**config.mk**
```make
export PLATFORM = sky130hd
export DESIGN_NAME = voice_key_alloc_flat
export DESIGN_NICKNAME = d
export VERILOG_FILES = /design/src/rtl/voice_key_alloc_if.sv /design/src/rtl/voice_key_alloc.sv /design/src/flat_wrapper.sv
export SDC_FILE = /design/constraint.sdc
export NUM_CORES = 1
export LEC_CHECK = 0
export CAP_MARGIN = 30
export CORE_MARGIN = 4
export CORE_UTILIZATION = 59
export CTS_CLUSTER_SIZE = 30
export DETAILED_ROUTE_END_ITERATION = 10
export PLACE_DENSITY = 0.76
export SYNTH_ARGS = -nofsm -noshare
export SYNTH_HDL_FRONTEND = slang
export SYNTH_SLANG_ARGS = --single-unit
```
**constraint.sdc**
```tcl
create_clock -name reg_clk -period 18.5 [get_ports reg_clk]
set_input_delay 3.7 -clock reg_clk [delete_from_list [all_inputs] [get_ports reg_clk]]
set_output_delay 3.7 -clock reg_clk [all_outputs]
set_load 0.005 [all_outputs]
```
**src/rtl/voice_key_alloc_if.sv**
```systemverilog
// Event-in / voice-load-out bundle between the note event source and the allocator.
interface voice_key_alloc_if #(
  parameter int VOICES  = 8,
  parameter int V_WIDTH = 3
) ();
  logic               ev_valid;
  logic               ev_ready;
  logic               ev_on;
  logic [6:0]         ev_key;
  logic               all_notes_off;
  logic [V_WIDTH-1:0] cur_key_adr;
  logic [7:0]         cur_key_val;
  logic               note_on;
  logic               steal;
  logic [VOICES-1:0]  voice_active;

  modport master (
    output ev_valid, ev_on, ev_key, all_notes_off,
    input  ev_ready, cur_key_adr, cur_key_val, note_on, steal, voice_active
  );

  modport slave (
    input  ev_valid, ev_on, ev_key, all_notes_off,
    output ev_ready, cur_key_adr, cur_key_val, note_on, steal, voice_active
  );
endinterface

```
**src/rtl/voice_key_alloc.sv**
```systemverilog
// Voice allocator: turns note-on/off events into per-voice key loads.
// Each voice keeps active/key/age; note-on retriggers, takes a free voice,
// or steals the oldest one.

// One voice table entry.
module voice_key_alloc_slot #(
  parameter int AGE_W = 8
) (
  input  logic             i_clk,
  input  logic             i_rst,
  input  logic             i_clr,
  input  logic             i_load,
  input  logic             i_bump,
  input  logic [6:0]       i_key,
  output logic             o_active,
  output logic [6:0]       o_key,
  output logic [AGE_W-1:0] o_age
);
  logic             r_active;
  logic [6:0]       r_key;
  logic [AGE_W-1:0] r_age;

  // clear beats load beats aging; age saturates so a long-held voice stays oldest
  always_ff @(posedge i_clk or posedge i_rst) begin
    if (i_rst) begin
      r_active <= 1'b0;
      r_key    <= '0;
      r_age    <= '0;
    end else if (i_clr) begin
      r_active <= 1'b0;
      r_age    <= '0;
    end else if (i_load) begin
      r_active <= 1'b1;
      r_key    <= i_key;
      r_age    <= '0;
    end else if (i_bump && r_active && (r_age != '1)) begin
      r_age    <= r_age + 1'b1;
    end
  end

  assign o_active = r_active;
  assign o_key    = r_key;
  assign o_age    = r_age;
endmodule

module voice_key_alloc #(
  parameter int VOICES  = 8,
  parameter int V_WIDTH = 3,
  parameter int AGE_W   = 8
) (
  input logic              reg_clk,
  input logic              reset_reg,
  voice_key_alloc_if.slave bus
);
  typedef enum logic [1:0] {ST_IDLE, ST_SCAN, ST_SETUP, ST_STROBE} state_t;

  state_t                       r_state, w_nxt;
  logic                         r_ev_ready, r_pending;
  logic                         r_ev_on, r_tgt_steal;
  logic                         r_note_on, r_steal;
  logic [6:0]                   r_ev_key;
  logic [V_WIDTH-1:0]           r_cur_key_adr;
  logic [7:0]                   r_cur_key_val;

  logic [VOICES-1:0]            w_act, w_clr, w_load;
  logic [VOICES-1:0][6:0]       w_key;
  logic [VOICES-1:0][AGE_W-1:0] w_age;
  logic                         w_hs, w_hit, w_free, w_pend_nxt, w_clr_all, w_bump;
  logic [V_WIDTH-1:0]           w_hit_idx, w_free_idx, w_old_idx, w_tgt;
  logic [AGE_W-1:0]             w_old_age;

  assign w_hs       = bus.ev_valid && r_ev_ready;
  // a pending all-off survives until the allocator is back in IDLE
  assign w_pend_nxt = bus.all_notes_off || (r_pending && (r_state != ST_IDLE));
  assign w_clr_all  = (r_state == ST_IDLE) && r_pending;
  assign w_bump     = (r_state == ST_STROBE);

  // table search: lowest-index key match, lowest-index free voice, oldest voice
  always_comb begin
    w_hit      = 1'b0;
    w_hit_idx  = '0;
    w_free     = 1'b0;
    w_free_idx = '0;
    w_old_idx  = '0;
    w_old_age  = '0;
    for (int v = VOICES - 1; v >= 0; v--) begin
      if (w_act[v] && (w_key[v] == r_ev_key)) begin
        w_hit     = 1'b1;
        w_hit_idx = V_WIDTH'(v);
      end
      if (!w_act[v]) begin
        w_free     = 1'b1;
        w_free_idx = V_WIDTH'(v);
      end
    end
    for (int v = 0; v < VOICES; v++) begin
      if (w_age[v] > w_old_age) begin
        w_old_age = w_age[v];
        w_old_idx = V_WIDTH'(v);
      end
    end
    w_tgt = w_hit ? w_hit_idx : (w_free ? w_free_idx : w_old_idx);
  end

  // next-state: IDLE -> SCAN -> (SETUP -> STROBE ->) IDLE
  always_comb begin
    w_nxt = r_state;
    case (r_state)
      ST_IDLE:   if (!r_pending && w_hs) w_nxt = ST_SCAN;
      ST_SCAN:   w_nxt = r_ev_on ? ST_SETUP : ST_IDLE;
      ST_SETUP:  w_nxt = ST_STROBE;
      ST_STROBE: w_nxt = ST_IDLE;
      default:   w_nxt = ST_IDLE;
    endcase
  end

  // state register
  always_ff @(posedge reg_clk or posedge reset_reg) begin
    if (reset_reg) r_state <= ST_IDLE;
    else           r_state <= w_nxt;
  end

  // ready is registered from the next state so it is low in reset and while an all-off waits
  always_ff @(posedge reg_clk or posedge reset_reg) begin
    if (reset_reg) begin
      r_ev_ready <= 1'b0;
      r_pending  <= 1'b0;
    end else begin
      r_ev_ready <= (w_nxt == ST_IDLE) && !w_pend_nxt;
      r_pending  <= w_pend_nxt;
    end
  end

  // capture the event on handshake; the source may change it afterwards
  always_ff @(posedge reg_clk or posedge reset_reg) begin
    if (reset_reg) begin
      r_ev_on  <= 1'b0;
      r_ev_key <= '0;
    end else if (w_hs) begin
      r_ev_on  <= bus.ev_on;
      r_ev_key <= bus.ev_key;
    end
  end

  // address/data settle in SETUP, a full cycle ahead of the strobe
  always_ff @(posedge reg_clk or posedge reset_reg) begin
    if (reset_reg) begin
      r_cur_key_adr <= '0;
      r_cur_key_val <= 8'hFF;
      r_tgt_steal   <= 1'b0;
    end else if ((r_state == ST_SCAN) && r_ev_on) begin
      r_cur_key_adr <= w_tgt;
      r_cur_key_val <= {1'b0, r_ev_key};
      r_tgt_steal   <= !w_hit && !w_free;
    end
  end

  // one-cycle load strobe (and steal flag) for the STROBE cycle
  always_ff @(posedge reg_clk or posedge reset_reg) begin
    if (reset_reg) begin
      r_note_on <= 1'b0;
      r_steal   <= 1'b0;
    end else begin
      r_note_on <= (r_state == ST_SETUP);
      r_steal   <= (r_state == ST_SETUP) && r_tgt_steal;
    end
  end

  for (genvar v = 0; v < VOICES; v++) begin : g_voice
    assign w_clr[v]  = w_clr_all ||
                       ((r_state == ST_SCAN) && !r_ev_on && w_hit && (w_hit_idx == V_WIDTH'(v)));
    assign w_load[v] = (r_state == ST_STROBE) && (r_cur_key_adr == V_WIDTH'(v));

    voice_key_alloc_slot #(.AGE_W(AGE_W)) u_slot (
      .i_clk    (reg_clk),
      .i_rst    (reset_reg),
      .i_clr    (w_clr[v]),
      .i_load   (w_load[v]),
      .i_bump   (w_bump),
      .i_key    (r_ev_key),
      .o_active (w_act[v]),
      .o_key    (w_key[v]),
      .o_age    (w_age[v])
    );
  end

  assign bus.ev_ready     = r_ev_ready;
  assign bus.cur_key_adr  = r_cur_key_adr;
  assign bus.cur_key_val  = r_cur_key_val;
  assign bus.note_on      = r_note_on;
  assign bus.steal        = r_steal;
  assign bus.voice_active = w_act;
endmodule

```
**src/flat_wrapper.sv**
```systemverilog
// flat-port wrapper written by rule: the top's interface ports become plain ports
module voice_key_alloc_flat 
#(
  parameter int VOICES  = 8,
  parameter int V_WIDTH = 3,
  parameter int AGE_W   = 8
)
  (reg_clk, reset_reg, bus_ev_valid, bus_ev_on, bus_ev_key, bus_all_notes_off, bus_ev_ready, bus_cur_key_adr, bus_cur_key_val, bus_note_on, bus_steal, bus_voice_active);
  voice_key_alloc_if #(.VOICES(VOICES), .V_WIDTH(V_WIDTH)) bus_i ();
  input logic reg_clk;
  input logic reset_reg;
  input wire logic [$bits(bus_i.ev_valid)-1:0] bus_ev_valid;
  input wire logic [$bits(bus_i.ev_on)-1:0] bus_ev_on;
  input wire logic [$bits(bus_i.ev_key)-1:0] bus_ev_key;
  input wire logic [$bits(bus_i.all_notes_off)-1:0] bus_all_notes_off;
  output wire logic [$bits(bus_i.ev_ready)-1:0] bus_ev_ready;
  output wire logic [$bits(bus_i.cur_key_adr)-1:0] bus_cur_key_adr;
  output wire logic [$bits(bus_i.cur_key_val)-1:0] bus_cur_key_val;
  output wire logic [$bits(bus_i.note_on)-1:0] bus_note_on;
  output wire logic [$bits(bus_i.steal)-1:0] bus_steal;
  output wire logic [$bits(bus_i.voice_active)-1:0] bus_voice_active;
  assign bus_i.ev_valid = bus_ev_valid;
  assign bus_i.ev_on = bus_ev_on;
  assign bus_i.ev_key = bus_ev_key;
  assign bus_i.all_notes_off = bus_all_notes_off;
  assign bus_ev_ready = bus_i.ev_ready;
  assign bus_cur_key_adr = bus_i.cur_key_adr;
  assign bus_cur_key_val = bus_i.cur_key_val;
  assign bus_note_on = bus_i.note_on;
  assign bus_steal = bus_i.steal;
  assign bus_voice_active = bus_i.voice_active;
  voice_key_alloc #(.VOICES(VOICES), .V_WIDTH(V_WIDTH), .AGE_W(AGE_W)) u_core (.reg_clk(reg_clk), .reset_reg(reset_reg), .bus(bus_i));
endmodule
```
== Word-level counts from Yosys, hierarchy flattened ==
Cells that the tools add are included.

* Register bits: 154
* Input bits: 12
* Output and inout port bits: 22
* Logic and storage cells: 275

* $add $sub $neg: 8
* Magnitude comparators: 8
* Equality and inequality tests: 33
* Mux-type cells: 91
* Bitwise operators: 8
* Reductions and logical operators: 93

{| class="wikitable"
|+ Operators by type and width
! kind !! number
|-
| $mux W8 || 31
|-
| $mux W3 || 22
|-
| $add A8 B1 Y8 const B || 8
|-
| $ne A8 B8 Y1 const B || 8
|-
| $eq A7 B7 Y1 || 8
|-
| $gt A8 B8 Y1 || 7
|-
| $logic_and A1 B1 Y1 || 50
|-
| $mux W1 || 33
|-
| $eq A3 B3 Y1 const B || 8
|-
| $reduce_bool A3 Y1 || 8
|-
| $reduce_bool A2 Y1 || 9
|-
| $reduce_and A2 Y1 || 8
|-
| $eq A3 B2 Y1 const B || 4
|-
| $logic_or A1 B1 Y1 || 9
|-
| $gt A8 B1 Y1 const B || 1
|-
| $mux W2 || 4
|-
| $not A1 Y1 || 8
|-
| $pmux W2 S4 || 1
|-
| $eq A3 B1 Y1 const B || 2
|-
| $logic_not A3 Y1 || 2
|-
| $logic_not A1 Y1 || 5
|-
| $eq A2 B2 Y1 const B || 2
|-
| $logic_not A2 Y1 || 2
|-
| $eq A2 B1 Y1 const B || 1
|}

== Longest topological paths before layout ==
Gate-level depths: netlist of the first run.

* Word-level depth: 18
* Gate-level depth with buffers: 81
* Depth with buffers taken out: 76

== Cells and area by module ==
A second synthesis of the first run with hierarchy kept.

* Cell total of the unflattened synthesis: 1073
* Area total of the unflattened synthesis: 10188.5 um^2

{| class="wikitable"
|+ By module, submodules not included
! module !! instances !! cells an instance !! area an instance (um^2) !! sequential area each (um^2)
|-
| voice_key_alloc_slot || 8 || 67 || 734.5 || 400.4
|-
| voice_key_alloc || 1 || 537 || 4312.9 || 660.6
|}

== Worst setup path before layout of the first run ==
OpenSTA, ideal clock, no wires.

* Path kind: reg-to-reg
* From: register u_core.g_voice[0].u_slot.r_age[0]
* To: register u_core.r_cur_key_adr[2], in the netlist u_core.bus.cur_key_adr[2]
* Library setup time: 0.126 ns
* Data arrival time: 13.511 ns
* Required time: 18.374 ns
* Path slack: 4.863 ns
* Cell stages (with the launch flop): 75
* Buffers on the path: 4
* Clock period less this slack: 13.637 ns
* Cell sequence: dfrtp_1 -> inv_1 -> ha_1 -> nor4b_1 -> nand2_1 -> nand2_1 -> ha_1 -> nor2b_1 -> o211ai_1 -> nand2_1 -> a31oi_1 -> mux2i_1 -> ha_1 -> a211oi_1 -> o21a_1 -> o21ai_1 -> o41a_1 -> o22a_1 -> [39 not listed] -> nand2b_1 -> a21oi_1 -> o21ai_0 -> o21a_1 -> nor3_1 -> a221oi_1 -> ha_1 -> nor2b_1 -> o21a_1 -> o21ai_0 -> nand2b_1 -> a21oi_1 -> nor2_1 -> a211oi_1 -> a21oi_1 -> nor2_1 -> nand4b_1 -> a221o_1

* Cells in the longest elaborated chain, start to end: 18
* Elaborated cells on any way between the ends: 21
* Those cells by class: 8 x order compare; 13 x mux

{| class="wikitable"
|+ RTL lines
! what !! line !! text
|-
| start, declared || voice_key_alloc.sv:21 || <nowiki>logic [AGE_W-1:0] r_age;</nowiki>
|-
| start signal, assigned || voice_key_alloc.sv:37 || <nowiki>r_age <= r_age + 1'b1;</nowiki>
|-
| $gt A8 B1 Y1 || voice_key_alloc.sv:97 || <nowiki>if (w_age[v] > w_old_age) begin</nowiki>
|-
| $mux W8 (*) || voice_key_alloc.sv:97 ||
|-
| $gt A8 B8 Y1 || voice_key_alloc.sv:97 ||
|-
| $mux W8 (*) || voice_key_alloc.sv:97 ||
|-
| $gt A8 B8 Y1 || voice_key_alloc.sv:97 ||
|-
| $mux W8 (*) || voice_key_alloc.sv:97 ||
|-
| $gt A8 B8 Y1 || voice_key_alloc.sv:97 ||
|-
| $mux W8 (*) || voice_key_alloc.sv:97 ||
|-
| $gt A8 B8 Y1 || voice_key_alloc.sv:97 ||
|-
| $mux W8 || voice_key_alloc.sv:97 ||
|-
| $gt A8 B8 Y1 || voice_key_alloc.sv:97 ||
|-
| $mux W8 || voice_key_alloc.sv:97 ||
|-
| $gt A8 B8 Y1 || voice_key_alloc.sv:97 ||
|-
| $mux W8 || voice_key_alloc.sv:97 ||
|-
| $gt A8 B8 Y1 || voice_key_alloc.sv:97 ||
|-
| $mux W3 (*) || voice_key_alloc.sv:97 ||
|-
| $mux W3 (*) (2 in series) || voice_key_alloc.sv:102 || <nowiki>w_tgt = w_hit ? w_hit_idx : (w_free ? w_free_idx : w_old_idx);</nowiki>
|-
| end signal, assigned || voice_key_alloc.sv:152 || <nowiki>r_cur_key_adr <= w_tgt;</nowiki>
|-
| end, declared || voice_key_alloc.sv:62 || <nowiki>logic [V_WIDTH-1:0] r_cur_key_adr;</nowiki>
|}

Every way passes the cells marked *; elsewhere a longest branch is shown, timed or not.
A chain may end at the register's enable or synchronous reset.

== Worst setup path after layout of the first run ==
Same ends and word-level chain as after synthesis.

==> results of run 1 <==
[where the power goes]
group / leakage [nW] / internal, W / total (W) / switching, W
logic: 2.59 / 0.000164 / 0.000332 / 0.000169
clock network: 0.328 / 0.000246 / 0.000400 / 0.000154
registers: 2.07 / 0.000391 / 0.000480 / 0.0000895
[kinds of logic (layout without fill, tap and decap cells)]
| logic type | after synthesis | count (layout) | share of synthesized area |
|---|---|---|---|
| xor gates and xnor gates | 114 | 114 | 0.101 |
| adders and majority gates | 62 | 62 | 0.0785 |
| AOI/OAI and AO/OA | 135 | 135 | 0.0979 |
| DFF | 154 | 154 | 0.392 |
| buffers and inverters | 106 | 133 | 0.0448 |
| muxes | 108 | 108 | 0.123 |
| and+or+nand+nor | 333 | 333 | 0.163 |
[critical path: cells and delay by family (launching register included)]
family,cells,cell delay [ns]
AOI/OAI and AO/OA,35,7.34
adders and majority gates,8,1.99
buffers and inverters,7,0.75
muxes,3,1.02
and+or+nand+nor,19,3.41
DFF,1,0.41
[area by class of cell]
class,instances,area [µm²],share of cell area
multi-input cells,752,5550,0.505
flip-flops and latches,154,3860,0.352
clock buffers,17,425,0.0387
repair buffers,38,385,0.0351
well taps,216,270,0.0246
clock inverters,15,251,0.0229
inverters,63,241,0.0220
[path summary, 6_finish.rpt]
check / slack (ns) / depth (start not counted) / start / to
setup / recovery: 3.45 / 72 / u_core.g_voice[0].u_slot.o_age[0] / u_core.bus.cur_key_adr[2]
hold / removal: 0.49 / 1 / u_core.bus.cur_key_val[7] / u_core.bus.cur_key_val[7]
setup reg to reg: 3.45 / 72 / u_core.g_voice[0].u_slot.o_age[0] / u_core.bus.cur_key_adr[2]
hold reg to reg: 0.49 / 1 / u_core.bus.cur_key_val[7] / u_core.bus.cur_key_val[7]
max in group asynchronous: 13.71 / 4 / reset_reg / u_core.bus.cur_key_val[0]
min in group asynchronous: 3.76 / 2 / reset_reg / u_core.bus.note_on
[sequential cells by signal, summed over array words and instances (netlist names)]
name                            count
u_core.r_state                      2
u_core.bus.cur_key_adr              3
u_core.bus.cur_key_val              8
u_core.r_ev_key                     7
u_core.g_voice.u_slot.o_active      8
u_core.g_voice.u_slot.o_age        64
u_core.bus.ev_ready                 1
u_core.r_tgt_steal                  1
u_core.r_ev_on                      1
u_core.bus.note_on                  1
u_core.r_pending                    1
u_core.g_voice.u_slot.o_key        56
u_core.bus.steal                    1
[cells in the mapped netlist, drive strengths merged, types with 17 or more instances]
library cell,count,area share
xnor2,80,0.071
nand4,31,0.021
nand3,28,0.014
a21oi,34,0.017
dfrtp,146,0.37
clkbuf,31,0.012
ha,61,0.077
xor2,34,0.030
nor2,131,0.051
mux2i,23,0.023
inv,63,0.024
mux2,85,0.099
nand2,62,0.024
nor3,17,0.0091
o21ai,30,0.016
and3,19,0.012
[stage by stage]
step	hold WS, ns	total power [W]	instances	setup WS, ns
after detailed placement	0.487	0.000812	1222	3.70
after global routing	0.518	0.00128	1255	2.10
after global placement	0.481	0.000801	1221	4.20
after floorplan	0.440	0.000717	1012	4.86
after CTS	0.495	0.00122	1254	3.67
final	0.492	0.00121	1255	3.45
[metal layers]
| metal | track usage | wire [µm] |
|---|---|---|
| met1 | 0.340 | 9910 |
| met2 | 0.404 | 10500 |
| met3 | 0.0519 | 976 |
| met4 | 0.0671 | 347 |
| met5 | 0 | 0 |
==> report_table.html, run 1 <==
<table>
<tr><th>Metric</th><th>Value</th></tr>
<tr><th colspan="2">Run status</th></tr>
<tr><td>Status</td><td>finished clean</td></tr>
<tr><th colspan="2">Setup path</th></tr>
<tr><td>Highest net fanout along the worst path</td><td>21</td></tr>
<tr><td>Data required time at the worst endpoint</td><td>18.81 ns</td></tr>
<tr><td>Data arrival time of the critical path</td><td>15.36 ns</td></tr>
<tr><td>Type of the worst setup path</td><td>reg2reg</td></tr>
<tr><td>Kind of capture point of the worst setup path</td><td>flip-flop</td></tr>
<tr><td>CP max stage delay</td><td>0.74 ns</td></tr>
<tr><td>Element type at the critical path start</td><td>flip-flop</td></tr>
<tr><td>Most used cell, CP</td><td>sky130_fd_sc_hd__ha_1</td></tr>
<tr><td>Worst path slowest cell</td><td>sky130_fd_sc_hd__a31oi_1</td></tr>
<tr><th colspan="2">CTS</th></tr>
<tr><td>Clock insertion delay at the later pin of the skew report</td><td>0.43 ns</td></tr>
<tr><td>Clock tree from TritonCTS</td><td>done</td></tr>
<tr><td>Clock Sinks</td><td>154</td></tr>
<tr><td>Number of levels the H-tree was split into</td><td>4</td></tr>
<tr><td>Clock Tree Buf Depth</td><td>2</td></tr>
<tr><td>Number of buffers added to fix hold violations after cts</td><td>0</td></tr>
<tr><td>CTS root buf</td><td>sky130_fd_sc_hd__clkbuf_16</td></tr>
<tr><td>Post-CTS clock slew at the launch and capture registers of the worst setup and hold paths</td><td>0.07 ns</td></tr>
<tr><td>Number of CTS-inserted buffers</td><td>17</td></tr>
<tr><td>Cts repair resizes</td><td>0</td></tr>
<tr><td>Post-CTS Repair Setup Buffers</td><td>0</td></tr>
<tr><th colspan="2">Synthesis</th></tr>
<tr><td>Most instantiated flip-flop cell in the synthesis netlist</td><td>sky130_fd_sc_hd__dfrtp_1</td></tr>
<tr><td>Synthesized area per cell</td><td>9.74 µm²</td></tr>
<tr><td>Number of synthesized flops with an enable pin</td><td>0</td></tr>
<tr><td>Flop and latch count out of synthesis</td><td>154</td></tr>
<tr><td>Async S/R FF share, synth</td><td>1.00</td></tr>
<tr><td>Cell area after synthesis</td><td>9850 µm²</td></tr>
<tr><td>Number of distinct library cells after synthesis</td><td>73</td></tr>
<tr><td>Sequential share of the synthesized area</td><td>0.392</td></tr>
<tr><td>Number of cells produced by synthesis</td><td>1,012</td></tr>
<tr><td>Yosys warnings</td><td>0</td></tr>
<tr><td>Nets in the synthesized netlist</td><td>1,085</td></tr>
<tr><th colspan="2">Route</th></tr>
<tr><td>Number of iterations in the first detailed-routing pass</td><td>7</td></tr>
<tr><td>Vias after detailed routing</td><td>7,419</td></tr>
<tr><td>Detailed router's first-iteration violation count</td><td>437</td></tr>
<tr><td>Drt via density</td><td>5.91</td></tr>
<tr><td>Wire length reported by the detailed router</td><td>21,700 µm</td></tr>
<tr><td>Number of nets with antenna violations after routing</td><td>0</td></tr>
<tr><td>WL per Instance</td><td>17.3 µm</td></tr>
<tr><td>Post-detailed-route DRC marker count</td><td>0</td></tr>
<tr><th colspan="2">Global route</th></tr>
<tr><td>Via count of the first global-routing pass</td><td>7,332</td></tr>
<tr><td>Maximum number of pins on one net before global-route repair</td><td>79</td></tr>
<tr><td>Initial antenna violation count</td><td>0</td></tr>
<tr><td>Total routing usage reported by global routing</td><td>0.248</td></tr>
<tr><td>Global-route wire length before repair</td><td>36,900 µm</td></tr>
<tr><td>Global route total overflow</td><td>0</td></tr>
<tr><th colspan="2">Final layout</th></tr>
<tr><td>Relative area change from synthesis to final layout</td><td>11.5%</td></tr>
<tr><td>Final standard cell area without fillers</td><td>11,000 µm²</td></tr>
<tr><td>Fin util</td><td>0.682</td></tr>
<tr><td># fillers</td><td>1,273</td></tr>
<tr><td>Commonest non-fill, non-tap cell in the layout</td><td>sky130_fd_sc_hd__dfrtp_1</td></tr>
<tr><td>Antenna diode count</td><td>0</td></tr>
<tr><td>Layout cells sized above 1</td><td>0.146</td></tr>
<tr><td>Most frequent cells in the layout</td><td>sky130_fd_sc_hd__dfrtp_1 (146), sky130_fd_sc_hd__nor2_1 (130), sky130_fd_sc_hd__xnor2_1 (80), sky130_fd_sc_hd__mux2_2 (79), sky130_fd_sc_hd__nand2_1 (62)</td></tr>
<tr><td>Layout net count</td><td>1,099</td></tr>
<tr><th colspan="2">Placement</th></tr>
<tr><td>Post-detailed-placement cell area</td><td>10,300 µm²</td></tr>
<tr><td>Port Buf Inserts</td><td>33</td></tr>
<tr><td>HPWL reported at the end of detailed placement</td><td>15,400 µm</td></tr>
<tr><td>RePlAce Congestion</td><td>0.874</td></tr>
<tr><th colspan="2">STA</th></tr>
<tr><td>Max Clock Freq</td><td>66.5 MHz</td></tr>
<tr><td>Largest clock skew in the final design</td><td>0.00888 ns</td></tr>
<tr><td>Transition time of the tightest slew-check pin</td><td>0.944 ns</td></tr>
<tr><td>Final number of hold-violating endpoints</td><td>0</td></tr>
<tr><td>Final setup viols</td><td>0</td></tr>
<tr><td>Unrepaired setup endpoints after global routing</td><td>false</td></tr>
<tr><td>Slew headroom</td><td>0.368</td></tr>
<tr><td>Min cycle time layout</td><td>15.05 ns</td></tr>
<tr><td>Period Utilization, post-route</td><td>0.813</td></tr>
<tr><td>Final count of pins violating max slew</td><td>0</td></tr>
<tr><td>Final setup TNS</td><td>0 ns</td></tr>
<tr><th colspan="2">Floorplan</th></tr>
<tr><td>Full die area</td><td>18,800 µm²</td></tr>
<tr><td>Area of the core</td><td>16,100 µm²</td></tr>
<tr><td>IO Pins</td><td>34</td></tr>
<tr><td>Die width</td><td>137 µm</td></tr>
<tr><td>Die height</td><td>137 µm</td></tr>
<tr><td>Starting utilization of the core area</td><td>0.611</td></tr>
<tr><td>Row count</td><td>46</td></tr>
<tr><th colspan="2">Power</th></tr>
<tr><td>Peak supply drop</td><td>0.125 mV</td></tr>
<tr><td>Leakage</td><td>4.99 nW</td></tr>
<tr><td>Total power density per cell area</td><td>110 nW/µm²</td></tr>
<tr><th colspan="2">Job</th></tr>
<tr><td>Number of maximum-capacitance violations</td><td>0</td></tr>
<tr><th colspan="2">Worst hold path</th></tr>
<tr><td>Worst min-delay path class</td><td>reg2reg</td></tr>
</table>
Note: power is estimated with default switching activity, not from simulation.
==> inputs of run 2 (changes only) <==
==> constraint.sdc (replaced) <==
create_clock -name reg_clk -period 13.95 [get_ports reg_clk]
set_input_delay 2.79 -clock reg_clk [delete_from_list [all_inputs] [get_ports reg_clk]]
set_output_delay 2.79 -clock reg_clk [all_outputs]
set_load 0.005 [all_outputs]
==> run 2 against run 1 <==
Critical path type unchanged. Clock-buffer cell count rose by 3. First-iteration DRC count rose by 9.6%. Highest routed layer unchanged. Critical endpoint unchanged. Worst setup slack got worse by 2.7 ns. Combinational power rose by 39%.
==> report_table.html, run 2 (synthesized netlist as in run 1, its figures left out) <==
<table>
<tr><th>Metric</th><th>Value</th></tr>
<tr><th colspan="2">Worst hold path</th></tr>
<tr><td>Worst min-delay path class</td><td>reg2reg</td></tr>
<tr><th colspan="2">Global route</th></tr>
<tr><td>Global route total overflow</td><td>0 (unchanged)</td></tr>
<tr><td>Initial antenna violation count</td><td>0 (unchanged)</td></tr>
<tr><td>Total routing usage reported by global routing</td><td>0.246 (-0.00196)</td></tr>
<tr><td>Maximum number of pins on one net before global-route repair</td><td>74 (-6.3%)</td></tr>
<tr><td>Via count of the first global-routing pass</td><td>7,163 (-2.3%)</td></tr>
<tr><td>Global-route wire length before repair</td><td>36,400 µm (-1.3%)</td></tr>
<tr><th colspan="2">Job</th></tr>
<tr><td>Number of maximum-capacitance violations</td><td>0 (unchanged)</td></tr>
<tr><th colspan="2">Setup path</th></tr>
<tr><td>Critical path buffer and inverter count</td><td>8 (+1)</td></tr>
<tr><td>Largest delay contributor family on the critical path</td><td>compound AO/OA/AOI/OAI gates</td></tr>
<tr><td>Worst path slowest cell</td><td>sky130_fd_sc_hd__o41a_1</td></tr>
<tr><td>Element type at the critical path start</td><td>flip-flop</td></tr>
<tr><td>Data required time at the worst endpoint</td><td>14.25 ns (-4.56 ns)</td></tr>
<tr><td>Most used cell, CP</td><td>sky130_fd_sc_hd__ha_1</td></tr>
<tr><td>CP max stage delay</td><td>0.48 ns (-0.26 ns)</td></tr>
<tr><td>Type of the worst setup path</td><td>reg2reg</td></tr>
<tr><td>Kind of capture point of the worst setup path</td><td>flip-flop</td></tr>
<tr><td>Data arrival time of the critical path</td><td>13.48 ns (-1.88 ns)</td></tr>
<tr><td>Highest net fanout along the worst path</td><td>17 (-19%)</td></tr>
<tr><th colspan="2">STA</th></tr>
<tr><td>Final count of pins violating max slew</td><td>0 (unchanged)</td></tr>
<tr><td>Final number of hold-violating endpoints</td><td>0 (unchanged)</td></tr>
<tr><td>Slew headroom</td><td>0.359 (-0.00912)</td></tr>
<tr><td>Period Utilization, post-route</td><td>0.945 (+0.131)</td></tr>
<tr><td>Final setup viols</td><td>0 (unchanged)</td></tr>
<tr><td>Transition time of the tightest slew-check pin</td><td>0.959 ns (+0.0154 ns)</td></tr>
<tr><td>Largest clock skew in the final design</td><td>0.0138 ns (+0.00491 ns)</td></tr>
<tr><td>Post-layout worst setup margin</td><td>0.770 ns (-2.68 ns)</td></tr>
<tr><td>Max Clock Freq</td><td>75.9 MHz (+14%)</td></tr>
<tr><td>Min cycle time layout</td><td>13.18 ns (-1.87 ns)</td></tr>
<tr><td>Post-route worst hold slack</td><td>0.492 ns (-0.000197 ns)</td></tr>
<tr><th colspan="2">CTS</th></tr>
<tr><td>Clock tree from TritonCTS</td><td>done</td></tr>
<tr><td>Clock Sinks</td><td>154 (unchanged)</td></tr>
<tr><td>Number of buffers added to fix hold violations after cts</td><td>0 (unchanged)</td></tr>
<tr><td>Post-CTS clock slew at the launch and capture registers of the worst setup and hold paths</td><td>0.06 ns (about the same)</td></tr>
<tr><td>Number of CTS-inserted buffers</td><td>17 (unchanged)</td></tr>
<tr><td>CTS root buf</td><td>sky130_fd_sc_hd__clkbuf_16</td></tr>
<tr><td>Clock insertion delay at the later pin of the skew report</td><td>0.42 ns (about the same)</td></tr>
<tr><td>Number of levels the H-tree was split into</td><td>4 (unchanged)</td></tr>
<tr><td>Clock Tree Buf Depth</td><td>2 (unchanged)</td></tr>
<tr><th colspan="2">Route</th></tr>
<tr><td>Post-detailed-route DRC marker count</td><td>0 (unchanged)</td></tr>
<tr><td>Detailed router's first-iteration violation count</td><td>479 (+9.6%)</td></tr>
<tr><td>Number of nets with antenna violations after routing</td><td>0 (unchanged)</td></tr>
<tr><td>Vias after detailed routing</td><td>7,495 (+1.0%)</td></tr>
<tr><td>Wire length reported by the detailed router</td><td>22,100 µm (+2.0%)</td></tr>
<tr><td>WL per Instance</td><td>17.4 µm (+0.69%)</td></tr>
<tr><td>Drt via density</td><td>5.90 (-0.25%)</td></tr>
<tr><td>Number of iterations in the first detailed-routing pass</td><td>6 (-1)</td></tr>
<tr><th colspan="2">Final layout</th></tr>
<tr><td>Antenna diode count</td><td>0 (unchanged)</td></tr>
<tr><td>Max reg flops</td><td>64 (unchanged)</td></tr>
<tr><td>Layout net count</td><td>1,115 (+1.5%)</td></tr>
<tr><td>Layout cells sized above 1</td><td>0.171 (+0.0243)</td></tr>
<tr><td>Final standard cell area without fillers</td><td>11,100 µm² (+0.73%)</td></tr>
<tr><td># fillers</td><td>1,239 (-2.7%)</td></tr>
<tr><td>Relative area change from synthesis to final layout</td><td>12.3%</td></tr>
<tr><td>Commonest non-fill, non-tap cell in the layout</td><td>sky130_fd_sc_hd__dfrtp_1</td></tr>
<tr><td>Most frequent cells in the layout</td><td>sky130_fd_sc_hd__dfrtp_1 (146), sky130_fd_sc_hd__nor2_1 (129), sky130_fd_sc_hd__xnor2_1 (80), sky130_fd_sc_hd__mux2_2 (79), sky130_fd_sc_hd__nand2_1 (62)</td></tr>
<tr><th colspan="2">Floorplan</th></tr>
<tr><td>Row count</td><td>46 (unchanged)</td></tr>
<tr><td>IO Pins</td><td>34 (unchanged)</td></tr>
<tr><td>Die width</td><td>137 µm (unchanged)</td></tr>
<tr><td>Full die area</td><td>18,800 µm² (unchanged)</td></tr>
<tr><td>Area of the core</td><td>16,100 µm² (unchanged)</td></tr>
<tr><td>Starting utilization of the core area</td><td>0.611 (unchanged)</td></tr>
<tr><td>Die height</td><td>137 µm (unchanged)</td></tr>
<tr><th colspan="2">Placement</th></tr>
<tr><td>Worst setup slack after placement</td><td>-0.152 ns (-3.85 ns)</td></tr>
<tr><td>RePlAce Congestion</td><td>0.868 (-0.74%)</td></tr>
<tr><td>HPWL reported at the end of detailed placement</td><td>15,800 µm (+2.6%)</td></tr>
<tr><td>Post-detailed-placement cell area</td><td>10,300 µm² (+0.41%)</td></tr>
<tr><td>Port Buf Inserts</td><td>33 (unchanged)</td></tr>
<tr><th colspan="2">Run status</th></tr>
<tr><td>Status</td><td>finished clean</td></tr>
<tr><th colspan="2">Power</th></tr>
<tr><td>Leakage</td><td>5.01 nW (+0.36%)</td></tr>
<tr><td>Total power density per cell area</td><td>137 nW/µm² (+25%)</td></tr>
<tr><td>Peak supply drop</td><td>0.168 mV (+34%)</td></tr>
</table>
run 2: path summary, 6_finish.rpt:
| kind | startpoint | cells after the start | slack (ns) | endpoint |
|---|---|---|---|---|
| max | u_core.g_voice[0].u_slot.o_age[0] | 72 | 0.77 | u_core.bus.cur_key_adr[2] |
| min | u_core.bus.cur_key_val[7] | 1 | 0.49 | u_core.bus.cur_key_val[7] |
| max reg2reg | u_core.g_voice[0].u_slot.o_age[0] | 72 | 0.77 | u_core.bus.cur_key_adr[2] |
| min reg2reg | u_core.bus.cur_key_val[7] | 1 | 0.49 | u_core.bus.cur_key_val[7] |
| max in group asynchronous | reset_reg | 4 | 9.97 | u_core.bus.cur_key_val[2] |
| min in group asynchronous | reset_reg | 2 | 2.87 | u_core.g_voice[1].u_slot.o_age[1] |
run 2: worst reg2reg max path: cells and delay by family, from the launching register on:
family                   cells  cell delay [ns]
AO/OA/AOI/OAI               30             5.49
AND/OR/NAND/NOR             21             2.82
adder cells (fa/ha/maj)      8             1.88
multiplexers                 5             1.39
buffers and inverters        8             1.05
flip-flops                   1             0.41
run 2: power by group:
part	total [W]	switching [W]	leakage [nW]	internal [W]
Clock	0.000423	0.000192	0.260	0.000230
Combinational	0.000461	0.000224	2.68	0.000237
Sequential	0.000637	0.000119	2.07	0.000518
Total	0.00152	0.000535	5.01	0.000985
run 2: what timing repair did:
item	4_1_cts	5_1_grt
gates resized for setup	1	26
pin swaps	0	7
buffers inserted	0	11
gates cloned	0	3
setup endpoints to repair	3	3
run 2: routing by layer:
layer,track usage,up-vias,part of all wire
li1,-,3576,-
met1,0.339,3673,0.45
met2,0.399,212,0.49
met3,0.0446,34,0.050
met4,0.0765,0,0.019
met5,0,-,0
run 2: per-stage QoR:
step                       util  cells  setup TNS [ns]  total power (W)
after floorplan               -   1012               0         0.000951
after global placement    0.639   1223               0          0.00106
after detailed placement  0.641   1225          -0.291          0.00108
after CTS                 0.674   1257               0          0.00151
after global routing      0.687   1271          -0.136          0.00161
final                     0.687   1271               0          0.00152
run 2: cell type report:
type                    count  area, µm²  share of cell area
flip-flops and latches    154       3860               0.349
inverters                  63        241              0.0218
well taps                 216        270              0.0244
repair buffers             54        512              0.0462
multi-input cells         752       5650               0.511
clock inverters            12       92.6             0.00837
clock buffers              20        437              0.0395
==> inputs of run 3 (changes only) <==
--- a/config.mk
+++ b/config.mk
@@ -14,3 +14,4 @@
 export SYNTH_ARGS = -nofsm -noshare
 export SYNTH_HDL_FRONTEND = slang
 export SYNTH_SLANG_ARGS = --single-unit
+export TNS_END_PERCENT = 1
==> results of run 3 <==
Same layout as run 2: the final DEF is identical, and so are final timing and power.
